<file path="config.mk">
export PLATFORM = sky130hd
export DESIGN_NAME = mtimer
export DESIGN_NICKNAME = d
export VERILOG_FILES = /design/src/rtl/mtimer.sv
export SDC_FILE = /design/constraint.sdc
export NUM_CORES = 1
export LEC_CHECK = 0
export ABC_AREA = 1
export CAP_MARGIN = 20
export CORE_MARGIN = 2
export CORE_UTILIZATION = 60
export CTS_CLUSTER_DIAMETER = 100
export DETAILED_ROUTE_END_ITERATION = 10
export HOLD_SLACK_MARGIN = 0.06
export PLACE_DENSITY = 0.88
export SETUP_SLACK_MARGIN = 0.05
export SLEW_MARGIN = 20
export SYNTH_ARGS = -nofsm -noshare
export SYNTH_HDL_FRONTEND = slang
export SYNTH_SLANG_ARGS = --single-unit
export TNS_END_PERCENT = 1
</file>
<file path="constraint.sdc">
create_clock -name clk_sys_i -period 2 [get_ports clk_sys_i]
set_input_delay 0.4 -clock clk_sys_i [delete_from_list [all_inputs] [get_ports clk_sys_i]]
set_output_delay 0.4 -clock clk_sys_i [all_outputs]
set_load 0.02 [all_outputs]
</file>
<file path="src/rtl/mtimer.sv">
// Machine timer: 64-bit mtime counted from real-time toggles,
// mtimecmp compare and a 32-bit register port.
module mtimer #(
  parameter int          SYNC_STAGES  = 2,
  parameter logic [63:0] MTIMECMP_RST = 64'hFFFF_FFFF_FFFF_FFFF
) (
  input  logic        clk_sys_i,
  input  logic        rst_sys_n_i,
  input  logic        real_time_i,
  input  logic        req_valid_i,
  input  logic        req_we_i,
  input  logic [3:0]  req_addr_i,
  input  logic [31:0] req_wdata_i,
  output logic        rsp_valid_o,
  output logic [31:0] rsp_rdata_o,
  output logic        rsp_err_o,
  output logic        mtip_o
);

  logic [SYNC_STAGES-1:0] sync_q, sync_d;
  logic                   delay_q, delay_d;
  logic                   armed_q;
  logic                   tick;

  logic [63:0] mtime_q, mtime_d;
  logic [63:0] mtimecmp_q, mtimecmp_d;
  logic [31:0] hi_shadow_q, hi_shadow_d;

  logic        rsp_valid_q;
  logic [31:0] rsp_rdata_q, rsp_rdata_d;
  logic        rsp_err_q, rsp_err_d;
  logic        mtip_q;

  logic        misal;
  logic        wr;
  logic        rd;
  logic [1:0]  sel;

  assign misal = (req_addr_i[1:0] != 2'b00);
  assign wr    = req_valid_i & req_we_i & ~misal;
  assign rd    = req_valid_i & ~req_we_i & ~misal;
  assign sel   = req_addr_i[3:2];

  // Sync chain next state; the unarmed cycle seeds the whole chain with
  // the current level so a level present at reset release is no tick.
  always_comb begin
    sync_d  = {sync_q[SYNC_STAGES-2:0], real_time_i};
    delay_d = sync_q[SYNC_STAGES-1];
    if (!armed_q) begin
      sync_d  = {SYNC_STAGES{real_time_i}};
      delay_d = real_time_i;
    end
  end

  assign tick = armed_q & (sync_q[SYNC_STAGES-1] ^ delay_q);

  // Tick path flops: synchronizer, edge-detect delay and arm flag.
  always_ff @(posedge clk_sys_i) begin
    if (!rst_sys_n_i) begin
      sync_q  <= '0;
      delay_q <= 1'b0;
      armed_q <= 1'b0;
    end else begin
      sync_q  <= sync_d;
      delay_q <= delay_d;
      armed_q <= 1'b1;
    end
  end

  // Counter/compare/shadow next state; an mtime write drops a same-cycle tick.
  always_comb begin
    mtime_d     = mtime_q;
    mtimecmp_d  = mtimecmp_q;
    hi_shadow_d = hi_shadow_q;
    if (wr && sel == 2'd0) begin
      mtime_d = {mtime_q[63:32], req_wdata_i};
    end else if (wr && sel == 2'd1) begin
      mtime_d = {req_wdata_i, mtime_q[31:0]};
    end else if (tick) begin
      mtime_d = mtime_q + 64'd1;
    end
    if (wr && sel == 2'd2) begin
      mtimecmp_d = {mtimecmp_q[63:32], req_wdata_i};
    end else if (wr && sel == 2'd3) begin
      mtimecmp_d = {req_wdata_i, mtimecmp_q[31:0]};
    end
    if (rd && sel == 2'd0) begin
      hi_shadow_d = mtime_q[63:32];
    end
  end

  // Response data next state: reads only, zero on writes and errors.
  always_comb begin
    rsp_rdata_d = 32'h0;
    rsp_err_d   = req_valid_i & misal;
    if (rd) begin
      unique case (sel)
        2'd0: rsp_rdata_d = mtime_q[31:0];
        2'd1: rsp_rdata_d = hi_shadow_q;
        2'd2: rsp_rdata_d = mtimecmp_q[31:0];
        2'd3: rsp_rdata_d = mtimecmp_q[63:32];
        default: rsp_rdata_d = 32'h0;
      endcase
    end
  end

  // Architectural registers, response and interrupt flops.
  always_ff @(posedge clk_sys_i) begin
    if (!rst_sys_n_i) begin
      mtime_q     <= 64'h0;
      mtimecmp_q  <= MTIMECMP_RST;
      hi_shadow_q <= 32'h0;
      rsp_valid_q <= 1'b0;
      rsp_rdata_q <= 32'h0;
      rsp_err_q   <= 1'b0;
      mtip_q      <= 1'b0;
    end else begin
      mtime_q     <= mtime_d;
      mtimecmp_q  <= mtimecmp_d;
      hi_shadow_q <= hi_shadow_d;
      rsp_valid_q <= req_valid_i;
      rsp_rdata_q <= rsp_rdata_d;
      rsp_err_q   <= rsp_err_d;
      mtip_q      <= (mtime_q >= mtimecmp_q);
    end
  end

  assign rsp_valid_o = rsp_valid_q;
  assign rsp_rdata_o = rsp_rdata_q;
  assign rsp_err_o   = rsp_err_q;
  assign mtip_o      = mtip_q;

endmodule

</file>
==> flow_summary.toml, run 1 <==
[run_status]
status = "complete, no violations"

[routing]
routed_wl_um = 46400
num_vias = 13600
drc = 0
postRouteAntennaNets = 0
drt_iter0_markers = 1977
post_drt_wl_per_cell_um = 21.1
vias_per_cell = 6.17
drtPass1Iterations = 6

[pwr]
p_comb_share_pct = 10.4
ir_drop_uv = 578
p_clk_share_pct = 42.6
sw_frac_of_total_pct = 28.1
leakage_nw = 6.43
pwr-share-seq_pct = 47.0
power-per-cell-area_nw_per_um2 = 587
power_mw = 8.61
p_int_mw = 6.19
p_sw_mw = 2.42

[clocking]
clock_latency_ps = 460
clock-sinks = 199
cts-root-buf = "clkbuf_16"
cts_made_buffers = 17
cts_tree = "built"
clockBufferDepth = 2
path_clk_slew_ps = 90
post_cts_buffers = 0
htree_levels = 4

[logic_synthesis]
synthArstFlopShare_pct = 0
synth_seq_cells = 199
avgSynthCellArea_um2 = 6.67
syn-num-nets = 1841
synth_top_area_cell = "dfxtp_1"
yosys-top-cells-area = "dfxtp_1 34%, nand2_1 13%, a21oi_1 9.6%"
netlist_instances = 1735
synth_area_um2 = 11600
yosys-top-cells-count = "386 x nand2_1, 221 x a21oi_1, 199 x dfxtp_1"
yosysMostFrequentCell = "nand2_1"
synth_cell_type_count = 42
synth_top_area_share_pct = 34.4
synth_edf_count = 0
yosys_most_used_dff = "dfxtp_1"
yosys_warnings = 0
synth_seq_area_share_pct = 34.4

[floorplan]
start_util_pct = 61.5
core_um2 = 18800
die-area_um2 = 20400
ios = 76
die_h_um = 143
rows = 50
die-width_um = 143

[worst_setup_path]
cp_data_arrival_time_ps = 2280
critPathKind = "reg2reg"
end_kind = "flip-flop"
required_ps = 2350
slowest_stage = "dfxtp_1"
cp-start-kind = "flip-flop"
cp_max_fo = 2
max_stage_delay_ps = 340
crit_top_cell = "nand2_1"
crit_path_cell_trace = "inv_1, ha_1, a21oi_1, nor2_1, nor3_1, nand2_1, nand2_1, nand2_1, a21oi_2, a21oi_1"

[grt]
overflow = 0
grt_util_met2_pct = 66.3
grt_pass1_vias = 12700
use_met1_pct = 59.8
antenna_found_initial = 2
grt-busiest-layer = "met2"
grt_start_max_net_pins = 39
grt.met3_usage_pct = 17.8
grt_pass1_wl_um = 70000
grt_use_total_pct = 45.4

[cells_and_area]
fillers = 1424
nets = 2035
design_area_um2 = 14700
area_delta_synth_final_pct = 26.7
antennaDiodeCount = 0
drive_gt1_share_pct = 16.4

[sta]
rsz0062_at_grt = "yes"
period_minus_slack_ps = 1930
setup_violations = 0
slew_violations = 0
hold_violations = 0
skew_ps = 16.1
worst_slew_margin_rel_pct = 67.1
worstMarginPinSlew_ps = 493
fin_crit_sh_pct = 96.4
fmax_ghz = 0.519

[place]
dpl_cell_area_um2 = 13900
portBuffers = 75
gp_congestion = 1.12
dp_hpwl_um = 35600

[run]
maxCapViolations = 0

[worst_hold_path]
worst_hold_path_type = "reg2reg"
==> power groups by stage <==
| stage | logic [mW] | registers, mW | clock network [mW] |
|---|---|---|---|
| detailed placement | 0.835 | 4.13 | 0 |
| CTS | 0.848 | 4.04 | 3.63 |
| floorplan | 0.377 | 4.14 | 0 |
| finish | 0.896 | 4.04 | 3.67 |
| global route | 0.937 | 4.05 | 3.81 |
| global placement | 0.816 | 4.13 | 0 |
==> layout make-up <==
| cell class | instances | area (um2) | share of cell area [%] |
|---|---|---|---|
| Sequential cell | 199 | 4040 | 27.5 |
| Multi-Input combinational cell | 1285 | 6750 | 46.1 |
| Timing Repair Buffer | 253 | 2270 | 15.5 |
| Clock inverter | 14 | 180 | 1.23 |
| Inverter | 173 | 652 | 4.45 |
| Tap cell | 260 | 325 | 2.22 |
| Clock buffer | 18 | 439 | 3.00 |
==> registers in the layout, summed over array words and instances (netlist names) <==
name	count
mtime_q	64
mtimecmp_q	64
hi_shadow_q	32
rsp_rdata_o	32
sync_q	2
armed_q	1
delay_q	1
mtip_o	1
rsp_err_o	1
rsp_valid_o	1
==> routing by layer <==
layer,part of all wire [%],vias up
met1,38,6247
li1,-,6166
met2,41,997
met3,16,182
met5,0.026,-
met4,4.2,2
==> cells by family after synthesis <==
kind of cell	synth area share, %
AND/OR/NAND/NOR	30.7
XOR/XNOR	0.454
buffers and inverters	8.40
adder cells (fa/ha/maj)	7.03
AO/OA/AOI/OAI	19.0
flip-flops	34.4
==> path summary, 6_finish.rpt <==
| check | start | to | slack [ps] | depth (start not counted) |
|---|---|---|---|---|
| min reg2reg | sync_q[0] | sync_q[1] | 460 | 2 |
| max | mtimecmp_q[37] | mtip_o | 70 | 10 |
| min | sync_q[0] | sync_q[1] | 460 | 2 |
| max reg2reg | mtimecmp_q[37] | mtip_o | 70 | 10 |
==> cell usage in the layout, fill, tap and decap left out, drive strengths merged <==
| cell type | n |
|---|---|
| nand2 | 399 |
| a21oi | 221 |
| nor2 | 219 |
| dfxtp | 199 |
| buf | 178 |
| inv | 177 |
| o21ai | 114 |
| nand3 | 112 |
| clkdlybuf4s50 | 75 |
| ha | 65 |
| nand4 | 26 |
| o22ai | 22 |
| nor3 | 18 |
| clkbuf | 18 |
| a221oi | 18 |
| nand3b | 14 |
| a31oi | 10 |
| or2 | 9 |
| clkinv | 8 |
| o21bai | 7 |
| o211ai | 5 |
| xnor2 | 4 |
| and2 | 4 |
| nor3b | 4 |
| a211oi | 2 |
| o21a | 2 |
| o221ai | 2 |
| a22oi | 2 |
| xor2 | 2 |
| nor4 | 2 |
| a21o | 1 |
| a21boi | 1 |
| bufinv | 1 |
| clkinvlp | 1 |
==> repair_timing <==
item | in CTS | in global routing
cloned | 0 | 0
resized for setup | 1 | 64
pin swaps | 0 | 9
setup endpoints to repair | 4 | 45
hold buffers | 0 | 0
==> metrics by stage <==
step                utilization (%)  setup slack [ps]  instances  hold WS [ps]  TNS (ps)
floorplan                         -               240       1735           428         0
detailed placement             73.7              -315       2170           446    -17810
global placement               73.7              -286       2170           443    -12060
global route                   77.9             -8.48       2202           485     -8.48
finish                         77.9              72.3       2202           458         0
CTS                            77.0              23.9       2202           456         0
==> critical path, delay by kind of cell, from the launching register on <==
kind,cells,cell delay (ps)
AO/OA/AOI/OAI,3,400
adder cells (fa/ha/maj),1,300
buffers and inverters,1,60
flip-flops,1,340
AND/OR/NAND/NOR,5,710
Note: power is estimated with default switching activity, not from simulation.
==> run 2, diff against run 1 <==
==> constraint.sdc (replaced) <==
create_clock -name clk_sys_i -period 2.1 [get_ports clk_sys_i]
set_input_delay 0.42 -clock clk_sys_i [delete_from_list [all_inputs] [get_ports clk_sys_i]]
set_output_delay 0.42 -clock clk_sys_i [all_outputs]
set_load 0.02 [all_outputs]
==> flow_summary.toml, run 2 (synthesis results as in run 1) <==
[sta]
whs_ps = 464
worst_slew_margin_rel_pct = 62.4
fmax_ghz = 0.491
slew_violations = 0
fin_crit_sh_pct = 97.1
setup_violations = 0
hold_violations = 0
rsz0062_at_grt = "yes"
skew_ps = 10.9
period_minus_slack_ps = 2040
worstMarginPinSlew_ps = 564

[floorplan]
die-area_um2 = 20400
core_um2 = 18800
die_h_um = 143
rows = 50
ios = 76
start_util_pct = 61.5
die-width_um = 143

[clocking]
htree_levels = 4
cts-root-buf = "clkbuf_16"
clockBufferDepth = 2
cts_tree = "built"
clock_latency_ps = 440
cts_made_buffers = 17
clock-sinks = 199
path_clk_slew_ps = 80

[worst_hold_path]
worst_hold_path_type = "reg2reg"
min-delay-start = "hi_shadow_q[28]"
holdPathEnd = "hi_shadow_q[28]"
hold_depth = 2

[worst_setup_path]
cp_data_arrival_time_ps = 2370
max_stage_delay_ps = 590
worstReg2RegStart = "mtime_q[8]"
rrSetupSlack_ps = 60
rr_endpoint = "mtime_q[56]"
crit_path_start = "mtime_q[8]"
crit_buf_inv = 1
critPathKind = "reg2reg"
cp-start-kind = "flip-flop"
crit_family = "simple AND/OR/NAND/NOR gates"
required_ps = 2430
cp_max_fo = 6
r2r_cells = 10
crit_cells = 10
end_kind = "flip-flop"
slowest_stage = "dfxtp_1"
crit_top_cell = "nand2_1"
crit_path_cell_trace = "nand2_4, buf_4, nor2_4, nand2_2, nor3_1, nand2_1, nand2_1, nand3_1, nand2_1, a21oi_1"

[pwr]
ir_drop_uv = 555
power_mw = 7.91
leakage_nw = 6.24
power-per-cell-area_nw_per_um2 = 552

[routing]
post_drt_wl_per_cell_um = 21.7
routed_wl_um = 47200
vias_per_cell = 6.21
postRouteAntennaNets = 0
num_vias = 13500
drt_iter0_markers = 2022
drtPass1Iterations = 8
drc = 0

[run_status]
status = "complete, no violations"

[grt]
grt_pass1_wl_um = 70700
grt_pass1_vias = 12500
grt_use_total_pct = 46.1
grt_start_max_net_pins = 48
overflow = 0
antenna_found_initial = 1

[cells_and_area]
reg_top3 = "mtime_q x64, mtimecmp_q x64"
nets = 2008
drive_gt1_share_pct = 13.5
final_common_cell = "nand2_1"
antennaDiodeCount = 0
design_area_um2 = 14300
final_cell_mix = "385 x nand2_1, 221 x a21oi_1, 189 x nor2_1"
area_delta_synth_final_pct = 23.8

[place]
dpl_cell_area_um2 = 13700
gp_congestion = 1.07
dp_hpwl_um = 36600
portBuffers = 75

[run]
maxCapViolations = 0
-- run 2: cell count changes in the layout (fill, tap and decap cells not counted), sizes merged --
cell / change
buf: -27
bufinv: -1
clkbuf: -1
clkinv: -2
clkinvlp: +2
inv: +1
-- run 2: per-layer routing --
metal | vias to the layer above | track usage [%] | wire length (um)
met3 | 182 | 15.7 | 7480
met5 | - | 0 | 13
met4 | 2 | 15.9 | 1840
met2 | 1041 | 68.0 | 19900
met1 | 6161 | 62.9 | 18000
li1 | 6113 | - | -
-- run 2: report_power, final --
group | internal, mW | total, mW | switching, mW
registers | 3.81 | 3.85 | 0.0411
clock network | 1.57 | 3.24 | 1.67
logic | 0.305 | 0.812 | 0.506
total | 5.69 | 7.91 | 2.22
-- run 2: final cells by class --
| class | instances | area (um2) |
|---|---|---|
| multi-input cells | 1285 | 6680 |
| clock inverters | 14 | 135 |
| well taps | 260 | 325 |
| repair buffers | 226 | 2100 |
| clock buffers | 17 | 425 |
| inverters | 173 | 652 |
| fillers | 1422 | 4510 |
| flip-flops and latches | 199 | 4000 |
-- run 2: timing repair --
| item | CTS | global route |
|---|---|---|
| resized for setup | 1 | 23 |
| pin swaps | 0 | 1 |
| endpoints found under the setup margin | 1 | 29 |
| hold buffers | 0 | 0 |
| setup buffers | 0 | 2 |
-- run 2: stage by stage --
step / setup slack, ps / instances / util [%] / setup TNS [ps]
6_report: 61.6 / 2174 / 76.1 / 0
5_1_grt: -25.6 / 2174 / 76.1 / -47.0
4_1_cts: 57.4 / 2172 / 75.7 / 0
3_5_place_dp: -261 / 2141 / 72.7 / -18170
3_3_place_gp: -249 / 2141 / 72.7 / -7000
2_1_floorplan: 340 / 1735 / - / 0
-- run 2: how the worst max path moves through the flow --
stage                           to
floorplan              mtime_q[28]
global placement    rsp_rdata_o[0]
detailed placement     mtime_q[51]
CTS                    mtime_q[29]
global route           mtime_q[56]
finish                 mtime_q[56]
-- run 2: tightest hold or removal path: stages, from the launching register on --
cell	delay, ps
dfxtp_1	320
nand2_1	60
a21oi_1	50
